==> config.mk <==
export PLATFORM = sky130hd
export DESIGN_NAME = mole_sched
export DESIGN_NICKNAME = d
export VERILOG_FILES = /design/src/rtl/mole_sched.sv
export SDC_FILE = /design/constraint.sdc
export NUM_CORES = 1
export LEC_CHECK = 0
export ABC_AREA = 0
export CAP_MARGIN = 20
export CELL_PAD_IN_SITES_DETAIL_PLACEMENT = 1
export CELL_PAD_IN_SITES_GLOBAL_PLACEMENT = 1
export CORE_ASPECT_RATIO = 1.2
export CORE_MARGIN = 8
export CORE_UTILIZATION = 35
export CTS_CLUSTER_DIAMETER = 80
export DETAILED_ROUTE_END_ITERATION = 6
export DONT_BUFFER_PORTS = 1
export PLACE_DENSITY_LB_ADDON = 0.2
export REMOVE_ABC_BUFFERS = 1
export SYNTH_ARGS = -nofsm -noshare
export SYNTH_HDL_FRONTEND = slang
export SYNTH_SLANG_ARGS = --single-unit
==> constraint.sdc <==
create_clock -name clk -period 3.8 [get_ports clk]
set_input_delay 0.38 -clock clk [delete_from_list [all_inputs] [get_ports clk]]
set_output_delay 0.38 -clock clk [all_outputs]
set_load 0.05 [all_outputs]
==> src/rtl/mole_sched.sv <==
// mole_sched -- game-tick scheduler for a whack-a-mole LED game.
// Timing: one game tick every TICK_CYC clk cycles. A game is 24 mole spawns over 48 ticks,
// grouped into three phases whose spawns come closer together. All outputs are registered.
// Latency: spawn #1 comes TICK_CYC cycles after start is sampled; game_over comes TICK_CYC*49 cycles after it.
// Backpressure: none; the display side must latch mole_idx on the spawn strobe.
//
// Optional feature: define MOLE_PAUSE_EN to add the pause input. While pause is high in ARM
// or RUN, game timing freezes and resumes where it stopped.
//
// Ports:
//   clk        system clock, rising-edge
//   rst_n      asynchronous active-low reset
//   start      level; starts or restarts a game from IDLE/DONE, ignored in ARM/RUN
//   pause      (MOLE_PAUSE_EN only) freezes tick counting, state and outputs
//   spawn      one-cycle strobe, new mole available on mole_idx
//   mole_idx   LED index of the current mole, stable between spawns
//   phase      0 = idle/lead-in, 1..3 = current point multiplier
//   spawn_cnt  spawns issued this game, saturates at 24
//   busy       high while a game is running (ARM, RUN)
//   game_over  high in DONE

module mole_sched #(
    parameter int          TICK_CYC  = 100000000,
    parameter logic [15:0] LFSR_SEED = 16'hACE1
) (
    input  logic       clk,
    input  logic       rst_n,
    input  logic       start,
`ifdef MOLE_PAUSE_EN
    input  logic       pause,
`endif
    output logic       spawn,
    output logic [2:0] mole_idx,
    output logic [1:0] phase,
    output logic [4:0] spawn_cnt,
    output logic       busy,
    output logic       game_over
);

    // Tick counter width. The guard keeps the width legal for tiny TICK_CYC values.
    localparam int CW = (TICK_CYC > 2) ? $clog2(TICK_CYC) : 1;
    localparam logic [CW-1:0] TICK_LAST = CW'(TICK_CYC - 1);

    localparam logic [5:0] LAST_TICK_IDX = 6'd48;
    localparam logic [4:0] MAX_SPAWNS    = 5'd24;

    typedef enum logic [1:0] {
        IDLE = 2'd0,
        ARM  = 2'd1,
        RUN  = 2'd2,
        DONE = 2'd3
    } state_t;

    state_t        state;
    logic [CW-1:0] tick_cnt;
    logic [5:0]    tick_idx;
    logic [15:0]   lfsr;

    logic          tick;
    logic          hold;
    logic [5:0]    next_idx;
    logic [2:0]    mole_pick;
    logic [2:0]    lfsr_low;
    logic [15:0]   lfsr_next;

    // Spawn schedule in tick_idx terms. Phase 1 spawns every 3 ticks (0..21),
    // phase 2 every 2 ticks (24..38), and phase 3 every tick (40..47).
    function automatic logic sched_hit(input logic [5:0] ti);
        logic hit;
        hit = 1'b0;
        if (ti < 6'd24) begin
            hit = ((ti % 6'd3) == 6'd0);
        end else if (ti < 6'd40) begin
            hit = ~ti[0];
        end else if (ti < 6'd48) begin
            hit = 1'b1;
        end
        return hit;
    endfunction

    // A tick is the cycle in which the counter wraps.
    assign tick     = (tick_cnt == TICK_LAST);
    assign next_idx = tick_idx + 6'd1;

`ifdef MOLE_PAUSE_EN
    assign hold = pause;
`else
    assign hold = 1'b0;
`endif

    // No immediate repeat. Bump the candidate by one, mod 8, if it matches the mole on display.
    assign lfsr_low  = lfsr[2:0];
    assign mole_pick = (lfsr_low == mole_idx) ? (lfsr_low + 3'd1) : lfsr_low;

    // Right-shifting Galois form of x^16+x^14+x^13+x^11+1 (tap mask 0xB400).
    assign lfsr_next = {1'b0, lfsr[15:1]} ^ (lfsr[0] ? 16'hB400 : 16'h0000);

    // The LFSR free-runs in every state and also during pause. A mole position then
    // depends on how long the player waited, not only on the position in the schedule.
    always_ff @(posedge clk or negedge rst_n) begin
        if (!rst_n) begin
            lfsr <= LFSR_SEED;
        end else begin
            lfsr <= lfsr_next;
        end
    end

    // Game FSM. All outputs are registered and change together with the state.
    always_ff @(posedge clk or negedge rst_n) begin
        if (!rst_n) begin
            state     <= IDLE;
            tick_cnt  <= '0;
            tick_idx  <= '0;
            spawn     <= 1'b0;
            mole_idx  <= 3'd0;
            phase     <= 2'd0;
            spawn_cnt <= 5'd0;
            busy      <= 1'b0;
            game_over <= 1'b0;
        end else begin
            spawn <= 1'b0;

            case (state)
                // Ticks are not counted here. A start that coincides with what would
                // be a tick therefore only arms the game.
                IDLE, DONE: begin
                    if (start) begin
                        state     <= ARM;
                        tick_cnt  <= '0;
                        tick_idx  <= '0;
                        spawn_cnt <= 5'd0;
                        phase     <= 2'd0;
                        busy      <= 1'b1;
                        game_over <= 1'b0;
                    end
                end

                // Lead-in: wait one full tick period, then issue spawn #1.
                ARM: begin
                    if (!hold) begin
                        tick_cnt <= tick ? '0 : (tick_cnt + CW'(1));
                        if (tick) begin
                            state     <= RUN;
                            tick_idx  <= 6'd0;
                            spawn     <= 1'b1;
                            mole_idx  <= mole_pick;
                            spawn_cnt <= 5'd1;
                            phase     <= 2'd1;
                        end
                    end
                end

                RUN: begin
                    if (!hold) begin
                        tick_cnt <= tick ? '0 : (tick_cnt + CW'(1));
                        if (tick) begin
                            tick_idx <= next_idx;
                            if (next_idx == LAST_TICK_IDX) begin
                                state     <= DONE;
                                phase     <= 2'd0;
                                busy      <= 1'b0;
                                game_over <= 1'b1;
                            end else if (sched_hit(next_idx)) begin
                                spawn    <= 1'b1;
                                mole_idx <= mole_pick;
                                if (spawn_cnt != MAX_SPAWNS) begin
                                    spawn_cnt <= spawn_cnt + 5'd1;
                                end
                                // spawn_cnt still holds the old count. Spawns #9 and #17 open phases 2 and 3.
                                if (spawn_cnt == 5'd8) begin
                                    phase <= 2'd2;
                                end else if (spawn_cnt == 5'd16) begin
                                    phase <= 2'd3;
                                end
                            end
                        end
                    end
                end

                default: begin
                    state <= IDLE;
                end
            endcase
        end
    end

endmodule

==> out/results.ini, run 1 <==
[clocking]
clock_latency_ps=330
cts-root-buf=clkbuf_16
cts_tree=yes
clk_path_buf_depth=2
cts_htree_levels=3
cts_sinks=64
path_clk_slew_ps=60
cts_made_buffers=9

[status]
violations=negative setup slack
status=finished with violations

[sta]
drv_slew=0
rsz0062_at_grt=true
setup_ws_ps=-148
hold_viol_final=0
clock-skew-final_ps=9.74
max_freq_ghz=0.253
post-route-min-period_ps=3950
max-slew-margin-rel_pct=57.5
finalSetupViolations=10
max_slew.worst_pin.slew_ps=638
fin_crit_sh_pct=104

[power_and_ir_drop]
vdd_drop_max_mv=0.306
leakagePower_nw=2.19
power_density_nw_per_um2=590

[synthesis]
synth-seq-area-share_pct=39.9
syn_area_um2=4040
synth_edf_count=0
ys.flop_type=dfrtp_1
yosysUniqueCellTypes=76
yosys_register_bits=64
syn_inst=454
avgSynthCellArea_um2=8.89
async_flop_share_pct=100
yosys_warnings=0

[critical_path]
rr_startpoint=tick_idx[0]
worstPathMaxFanout=4
path_buf_inv=1
critPathMaxStageDelay_ps=440
cp_top_family=compound AO/OA/AOI/OAI gates
worstSetupPathType=reg -> reg
crit_chain=ha_4, nor3b_2, a31oi_1, o21ai_2, ha_4, inv_4, a21oi_2, o31a_1, nand2_1, o21ai_2, ha_2, nor3b_2, nand2_2, xnor2_2, ha_2, and3b_1, o22ai_2, o2111ai_4, a41oi_2, nor2_2, mux2_4
worstPathArrival_ps=4160
slowest_stage=dfrtp_2
startpoint=tick_idx[0]
cp.required_ps=4010
endpoint_kind=flip-flop
critPathLaunchType=flip-flop

[floorplanning]
start_util_pct=35.4
dieArea_um2=15200
rows=43
die_h_um=134
io_pins=16
core_area_um2=11400
die_w_um=114

[grt]
grt_pass1_wl_um=18900
antenna_found_initial=0
overflow=0
grt_max_degree=65
track_usage_pct=15.4
grt_pass1_vias=3799

[worst_hold_path]
hold_class=in -> reg
min_from=start

[placed_design]
io_buffers=0
dp.cells=635
place_area_um2=4460
hpwlAfterDp_um=8110
place_congestion=0.787

[cells_and_area]
num_antenna_cells=0
num-nets-final=516
mostFrequentLayoutCell=nand2_1
final_cell_mix=62 x nand2_1, 59 x o21ai_0, 55 x dfrtp_1, 55 x buf_4, 26 x a21oi_1
fin_area_um2=5020
num-fill-cells=1372
fin_cells=663
drive_gt1_share_pct=26.5
fin_util_pct=44.0
syn_to_final_growth_pct=24.2

[detailed_routing]
ant_nets=0
dr.pass1.iters=4
drcViolationCount=0
initialDrtViolationCount=198
viasPerCell=5.46
finalWirelength_um=11300
wl_per_cell_um=17.1
vias=3619

[job]
max_cap_viol_count=0

final timing paths:
kind	end	slack, ps	cells after the start
min in group asynchronous	tick_cnt[9]	620	2
setup / recovery	phase[0]	-150	21
hold / removal	game_over	240	3
hold reg to reg	lfsr[3]	340	0
setup reg to reg	phase[0]	-150	21
max in group asynchronous	lfsr[5]	2860	2
power breakdown:
part           total, W  internal [W]  leakage [nW]  switching [W]
combinational   0.00132      0.000512          1.22       0.000811
sequential     0.000868      0.000738         0.847       0.000129
clock          0.000770      0.000459         0.131       0.000311
per-stage QoR:
stage                     hold slack [ps]  setup slack (ps)  TNS, ps  total power [W]
final                                 235              -148     -879          0.00296
after global routing                  238              -337    -3120          0.00317
after CTS                             227              -209    -1250          0.00293
after detailed placement             87.0              -478    -4500          0.00204
after global placement               87.5              -306    -2940          0.00200
after floorplan                      84.4              -817    -7660          0.00160
area by class of cell:
type	instances	area (um^2)	share of cell area, %
multi-input combinational	351	2380	47.4
sequential	64	1610	32.2
timing repair buffer	60	484	9.65
clock buffer	10	239	4.76
tap	157	196	3.92
inverter	15	58.8	1.17
clock inverter	6	45.0	0.898
flip-flops by register name, summed over array words and instances (netlist names), 2 cells and up:
| signal | count |
|---|---|
| tick_cnt | 27 |
| lfsr | 16 |
| tick_idx | 6 |
| spawn_cnt | 5 |
| mole_idx | 3 |
| phase | 2 |
| state | 2 |
worst reg2reg max path: stages, from the launching register on:
cell,delay (ps)
dfrtp_2,440
ha_4,180
nor3b_2,140
a31oi_1,170
o21ai_2,100
ha_4,240
inv_4,60
a21oi_2,30
o31a_1,280
nand2_1,80
o21ai_2,60
ha_2,190
nor3b_2,170
nand2_2,100
xnor2_2,170
ha_2,230
and3b_1,200
o22ai_2,160
o2111ai_4,170
a41oi_2,260
nor2_2,80
mux2_4,320
logic make-up after synthesis:
kind of cell,share of synthesized area (%)
and+or+nand+nor,21.4
xor gates and xnor gates,3.63
AOI/OAI and AO/OA,24.2
muxes,2.39
adders and majority gates,3.72
DFF,39.9
buffers and inverters,4.77
Yosys cell counts, types with 2 or more instances:
| library cell | n | area share, % |
|---|---|---|
| a21oi_1 | 29 | 3.6 |
| a22o_1 | 3 | 0.65 |
| a22oi_1 | 2 | 0.37 |
| a2bb2oi_1 | 3 | 0.65 |
| a2bb2oi_2 | 2 | 0.74 |
| a31oi_1 | 11 | 1.7 |
| and2_1 | 7 | 1.1 |
| and3_1 | 19 | 2.9 |
| and3b_1 | 2 | 0.43 |
| buf_4 | 2 | 0.37 |
| buf_6 | 5 | 1.4 |
| clkbuf_1 | 16 | 1.5 |
| dfrtp_1 | 56 | 35 |
| dfstp_2 | 8 | 5.2 |
| ha_1 | 12 | 3.7 |
| inv_1 | 15 | 1.4 |
| mux2_1 | 4 | 1.1 |
| mux2i_1 | 4 | 0.99 |
| nand2_1 | 63 | 5.9 |
| nand2b_1 | 7 | 1.1 |
| nand3_1 | 11 | 1.4 |
| nand4_1 | 8 | 1.2 |
| nor2_1 | 18 | 1.7 |
| nor2b_1 | 3 | 0.46 |
| nor3_1 | 8 | 0.99 |
| nor3b_2 | 2 | 0.62 |
| nor4_1 | 2 | 0.31 |
| o211ai_1 | 2 | 0.37 |
| o21a_1 | 3 | 0.56 |
| o21ai_0 | 63 | 7.8 |
| o22ai_1 | 4 | 0.62 |
| o31a_1 | 3 | 0.65 |
| o31ai_1 | 2 | 0.37 |
| or3_1 | 2 | 0.31 |
| xnor2_1 | 5 | 1.1 |
| xor2_1 | 8 | 1.7 |
routing by layer:
metal	share of wire, %	GRT usage (%)	up-vias
li1	-	-	1749
met4	2.1	5.56	0
met3	1.9	2.58	18
met5	0	0	-
met1	43	17.3	1828
met2	53	28.2	24
timing repair:
item	CTS	global route
pin swaps	12	8
hold buffers	2	0
setup endpoints to repair	11	11
endpoints found under the hold margin	64	0
cloned	0	0
setup buffers	6	6
gates resized for setup	26	11
(Power assumes the default switching activity.)
==> run 2, diff against run 1 <==
CAP_MARGIN = 25   (was 20)
CORE_UTILIZATION = 45   (was 35)
==> out/results.ini, run 2 (synthesis results as in run 1) <==
[sta]
timing.hold.ws_ps=213  ; -22.6 ps
drv_slew=0  ; unchanged
hold_viol_final=0  ; unchanged
fin_setup_tns_ps=-3030  ; -2150 ps
setup_ws_ps=-347  ; -199 ps
finalSetupViolations=11  ; +1
fin_crit_sh_pct=109  ; +5.2 points
post-route-min-period_ps=4150  ; +199 ps
max-slew-margin-rel_pct=56.2  ; -1.2 points
rsz0062_at_grt=true
max_slew.worst_pin.slew_ps=656  ; +18.4 ps
max_freq_ghz=0.241  ; -4.8%
clock-skew-final_ps=12.0  ; +2.21 ps

[floorplanning]
die_w_um=102  ; -10%
start_util_pct=45.4  ; +10 points
core_area_um2=8890  ; -22%
die_h_um=120  ; -10%
rows=38  ; -12%
dieArea_um2=12300  ; -19%
io_pins=16  ; unchanged

[power_and_ir_drop]
power_density_nw_per_um2=571  ; -3.3%
power_w=0.00271  ; -8.3%
leakagePower_nw=2.10  ; -4.4%
seqPwrFrac_pct=31.6  ; +2.3 points
p_int_w=0.00155  ; -9.4%
combPwrFrac_pct=44.8  ; about the same
clockPowerShare_pct=23.6  ; -2.4 points
vdd_drop_max_mv=0.288  ; -6.0%
swShare_pct=42.9  ; +0.66 points
power_switching_w=0.00116  ; -6.9%

[detailed_routing]
initialDrtViolationCount=126  ; -36%
vias=3553  ; -1.8%
met1_length_um=4630  ; -4.2%
top_layer_used=met4
finalWirelength_um=11100  ; -1.7%
wl_per_cell_um=18.1  ; +5.9%
drcViolationCount=0  ; unchanged
wl_met2_um=5980  ; -0.73%
dr.pass1.iters=4  ; unchanged
ant_nets=0  ; unchanged
met3_wirelength_um=184  ; -14%
viasPerCell=5.78  ; +5.8%

[job]
max_cap_viol_count=0  ; unchanged

[grt]
grt_pass1_vias=3743  ; -1.5%
track_usage_pct=19.8  ; +4.4 points
grt_max_degree=65  ; unchanged
antenna_found_initial=0  ; unchanged
grt_pass1_wl_um=19100  ; +1.1%
overflow=0  ; unchanged

[cells_and_area]
num-nets-final=505  ; -2.1%
largest_reg_flops=27  ; unchanged
num-fill-cells=1037  ; -24%
fin_area_um2=4750  ; -5.2%
ff_latch_area_um2=1610  ; about the same
drive_gt1_share_pct=22.6  ; -3.9 points
biggestRegsByFlops=tick_cnt (27), lfsr (16), tick_idx (6)
top_register=tick_cnt
mostFrequentLayoutCell=nand2_1
final_cell_mix=63 x nand2_1, 62 x o21ai_0, 56 x dfrtp_1
num_antenna_cells=0  ; unchanged
syn_to_final_growth_pct=17.8
multi_input_comb_area_um2=2330  ; -2.2%

[critical_path]
worstPathArrival_ps=4390  ; +230 ps
endpoint_kind=flip-flop
worstSetupPathType=reg -> reg
cp.required_ps=4040  ; +30 ps
critPathLaunchType=flip-flop
worstPathMaxFanout=4  ; unchanged

[placed_design]
pre_cts_slack_ps=-526  ; -47.8 ps
place_congestion=0.837  ; +6.4%
place_area_um2=4370  ; -2.0%
hpwlAfterDp_um=8080  ; -0.40%
io_buffers=0  ; unchanged

[worst_hold_path]
hold_class=in -> reg

[clocking]
cts_tree=yes
cts-root-buf=clkbuf_8
clk_path_buf_depth=2  ; unchanged
cts_sinks=64  ; unchanged
cts_made_buffers=9  ; unchanged
clock_latency_ps=350  ; +20 ps
cts_htree_levels=3  ; unchanged
path_clk_slew_ps=80  ; +20 ps

[status]
violations=negative setup slack
status=finished with violations

-- run 2: worst max-delay path, stage by stage, from the launching register on --
cell,delay [ps]
dfrtp_1,400
ha_2,210
nor3b_2,160
a31oi_1,170
o21ai_2,110
ha_4,260
inv_4,60
a21oi_2,30
o31a_1,280
nand2_1,80
o21ai_2,60
ha_2,210
or3_1,410
a2111oi_4,370
o2111ai_1,210
o2111ai_2,140
nand4_1,240
a21oi_2,310
mux2_4,330
-- run 2: cell type report --
cell class | instances | area share [%]
Sequential cell | 64 | 33.9
Tap cell | 120 | 3.16
Multi-Input combinational cell | 351 | 48.9
Inverter | 15 | 1.24
Timing Repair Buffer | 49 | 8.29
Clock buffer | 10 | 2.68
Clock inverter | 6 | 1.79
-- run 2: power groups by stage --
stage,Sequential (W),Combinational [W],Clock (W)
global route,0.000866,0.00136,0.000686
floorplan,0.000874,0.000725,0
finish,0.000859,0.00121,0.000640
detailed placement,0.000873,0.00115,0
global placement,0.000869,0.00112,0
CTS,0.000861,0.00122,0.000655
-- run 2: final timing paths --
check / end / cells after the start / startpoint / slack (ps)
setup / recovery: mole_idx[0] / 18 / tick_idx[0] / -350
hold / removal: game_over / 3 / start / 210
setup reg to reg: mole_idx[0] / 18 / tick_idx[0] / -350
hold reg to reg: lfsr[6] / 0 / lfsr[7] / 350
max in group asynchronous: lfsr[13] / 2 / rst_n / 2940
min in group asynchronous: game_over / 2 / rst_n / 570
-- run 2: through the flow --
step | util, % | instances
final | 53.5 | 615
after global routing | 53.5 | 615
after CTS | 52.9 | 615
after detailed placement | 49.1 | 592
after global placement | 49.1 | 592
after floorplan | - | 430
-- run 2: repair_timing --
item	4_1_cts	5_1_grt
endpoints found under the hold margin	64	0
setup buffers	5	0
hold buffers	2	0
pin swaps	10	2
resized for setup	13	9
cloned	0	0
endpoints found under the setup margin	11	11
-- run 2: per-layer routing --
metal,up-vias,track usage [%]
met5,-,0
met4,0,8.46
met3,23,3.42
met2,33,34.7
met1,1778,22.7
li1,1719,-
==> run 3, diff against run 2 <==
SKIP_CTS_REPAIR_TIMING = 1   (was unset)
clock period = 3.6 ns   (was 3.8 ns; I/O delays follow)
==> out/results.ini, run 3 (synthesis results as in run 1) <==
[status]
status=finished with violations
violations=negative setup slack

[floorplanning]
rows=38  ; unchanged
io_pins=16  ; unchanged
dieArea_um2=12300  ; unchanged
die_h_um=120  ; unchanged
die_w_um=102  ; unchanged
core_area_um2=8890  ; unchanged
start_util_pct=45.4  ; unchanged

[critical_path]
cp.required_ps=3820  ; -220 ps
worstPathArrival_ps=4370  ; -20 ps
critPathLaunchType=flip-flop
endpoint_kind=flip-flop
worstPathMaxFanout=4  ; unchanged
worstSetupPathType=reg -> reg
crit_chain=ha_4, nor3b_2, a31oi_1, o21ai_2, ha_4, inv_4, a21oi_2, o31a_1, nand2_1, o21ai_2, ha_2, nor3b_2, nand2_2, xnor2_2, ha_2, and3b_1, o22ai_2, o2111ai_2, nand4_1, a21oi_2, mux2_4
slowest_stage=dfrtp_1
critPathMaxStageDelay_ps=430  ; +20 ps

[cells_and_area]
top_register=tick_cnt
mostFrequentLayoutCell=nand2_1
syn_to_final_growth_pct=18.8
num_antenna_cells=0  ; unchanged
largest_reg_flops=27  ; unchanged
biggestRegsByFlops=tick_cnt (27), lfsr (16), tick_idx (6)
drive_gt1_share_pct=24.3  ; +1.7 points
final_cell_mix=62 x nand2_1, 60 x o21ai_0, 56 x dfrtp_1
fin_area_um2=4800  ; +0.92%
num-nets-final=508  ; +0.59%

[detailed_routing]
dr.pass1.iters=4  ; unchanged
vias=3588  ; +0.99%
initialDrtViolationCount=133  ; +5.6%
finalWirelength_um=11100  ; -0.58%
wl_per_cell_um=17.9  ; -1.1%
viasPerCell=5.81  ; +0.49%
ant_nets=0  ; unchanged
drcViolationCount=0  ; unchanged

[placed_design]
pre_cts_slack_ps=-727  ; -201 ps
place_area_um2=4400  ; +0.86%
place_congestion=0.819  ; -2.2%
io_buffers=0  ; unchanged
hpwlAfterDp_um=7900  ; -2.2%

[clocking]
cts_sinks=64  ; unchanged
path_clk_slew_ps=80  ; about the same
cts_made_buffers=9  ; unchanged
cts_htree_levels=3  ; unchanged
clock_latency_ps=340  ; about the same
cts-root-buf=clkbuf_8
cts_tree=yes
clk_path_buf_depth=2  ; unchanged

[job]
max_cap_viol_count=0  ; unchanged

[power_and_ir_drop]
leakagePower_nw=2.10  ; +0.23%
vdd_drop_max_mv=0.302  ; +4.9%
power_density_nw_per_um2=590  ; +3.4%

[sta]
drv_slew=0  ; unchanged
setup_ws_ps=-544  ; -197 ps
max-slew-margin-rel_pct=58.5  ; +2.2 points
finalSetupViolations=11  ; unchanged
hold_viol_final=0  ; unchanged
post-route-min-period_ps=4140  ; -2.82 ps
max_freq_ghz=0.241  ; about the same
clock-skew-final_ps=10.2  ; -1.74 ps
rsz0062_at_grt=true
max_slew.worst_pin.slew_ps=618  ; -38.2 ps
fin_crit_sh_pct=115  ; +6.0 points

[grt]
antenna_found_initial=0  ; unchanged
grt_max_degree=65  ; unchanged
grt_pass1_vias=3649  ; -2.5%
grt_pass1_wl_um=18000  ; -5.9%
overflow=0  ; unchanged
track_usage_pct=18.5  ; -1.2 points

[worst_hold_path]
hold_class=in -> reg

run 3: cell count changes in the layout (fill, tap and decap cells not counted), moves of 2 or more:
cell,delta
buf_6,+2
bufinv_16,-2
clkinv_4,+2
o21ai_0,-2
o21ai_1,+2
run 3: worst max-delay path: cells and delay by family, from the launching register on:
| family | cells | cell delay, ps |
|---|---|---|
| AO/OA/AOI/OAI | 8 | 1200 |
| AND/OR/NAND/NOR | 6 | 1020 |
| buffers and inverters | 1 | 60 |
| flip-flops | 1 | 430 |
| XOR/XNOR | 1 | 150 |
| adder cells (fa/ha/maj) | 4 | 830 |
| multiplexers | 1 | 320 |
run 3: final timing paths:
path / slack, ps / cells past startpoint / endpoint / from
worst max-delay path: -540 / 21 / mole_idx[0] / tick_idx[1]
worst min-delay path: 200 / 3 / game_over / start
worst max register to register: -540 / 21 / mole_idx[0] / tick_idx[1]
worst min register to register: 350 / 0 / lfsr[8] / lfsr[9]
max in group asynchronous: 2760 / 2 / lfsr[11] / rst_n
min in group asynchronous: 550 / 2 / mole_idx[1] / rst_n
run 3: through the flow:
stage          power [W]  std cells  setup TNS (ps)  utilization, %  hold slack [ps]
6_report         0.00283        618           -4550            54.0              195
5_1_grt          0.00304        618           -6910            54.0              181
4_1_cts          0.00273        613           -7630            51.6             -320
3_5_place_dp     0.00215        597           -7190            49.5             66.7
3_3_place_gp     0.00211        597           -5120            49.5             66.8
2_1_floorplan    0.00169        430           -9860               -             64.4
run 3: area by class of cell:
class | instances | area [um^2]
clock inverters | 6 | 45.0
fillers | 1053 | 4090
well taps | 120 | 150
inverters | 15 | 58.8
flip-flops and latches | 64 | 1610
multi-input cells | 351 | 2370
clock buffers | 10 | 138
repair buffers | 52 | 424
run 3: per-layer routing:
layer  vias to the layer above  part of all wire, %  GRT usage [%]
met1                      1803                   42           20.7
li1                       1721                    -              -
met3                        22                  1.6           4.00
met5                         -                    0              0
met4                         0                  2.7           7.45
met2                        42                   54           32.9
run 3: where the power goes:
group	switching [W]	internal (W)	total, W
combinational	0.000841	0.000518	0.00136
sequential	0.000135	0.000778	0.000913
clock	0.000291	0.000269	0.000560
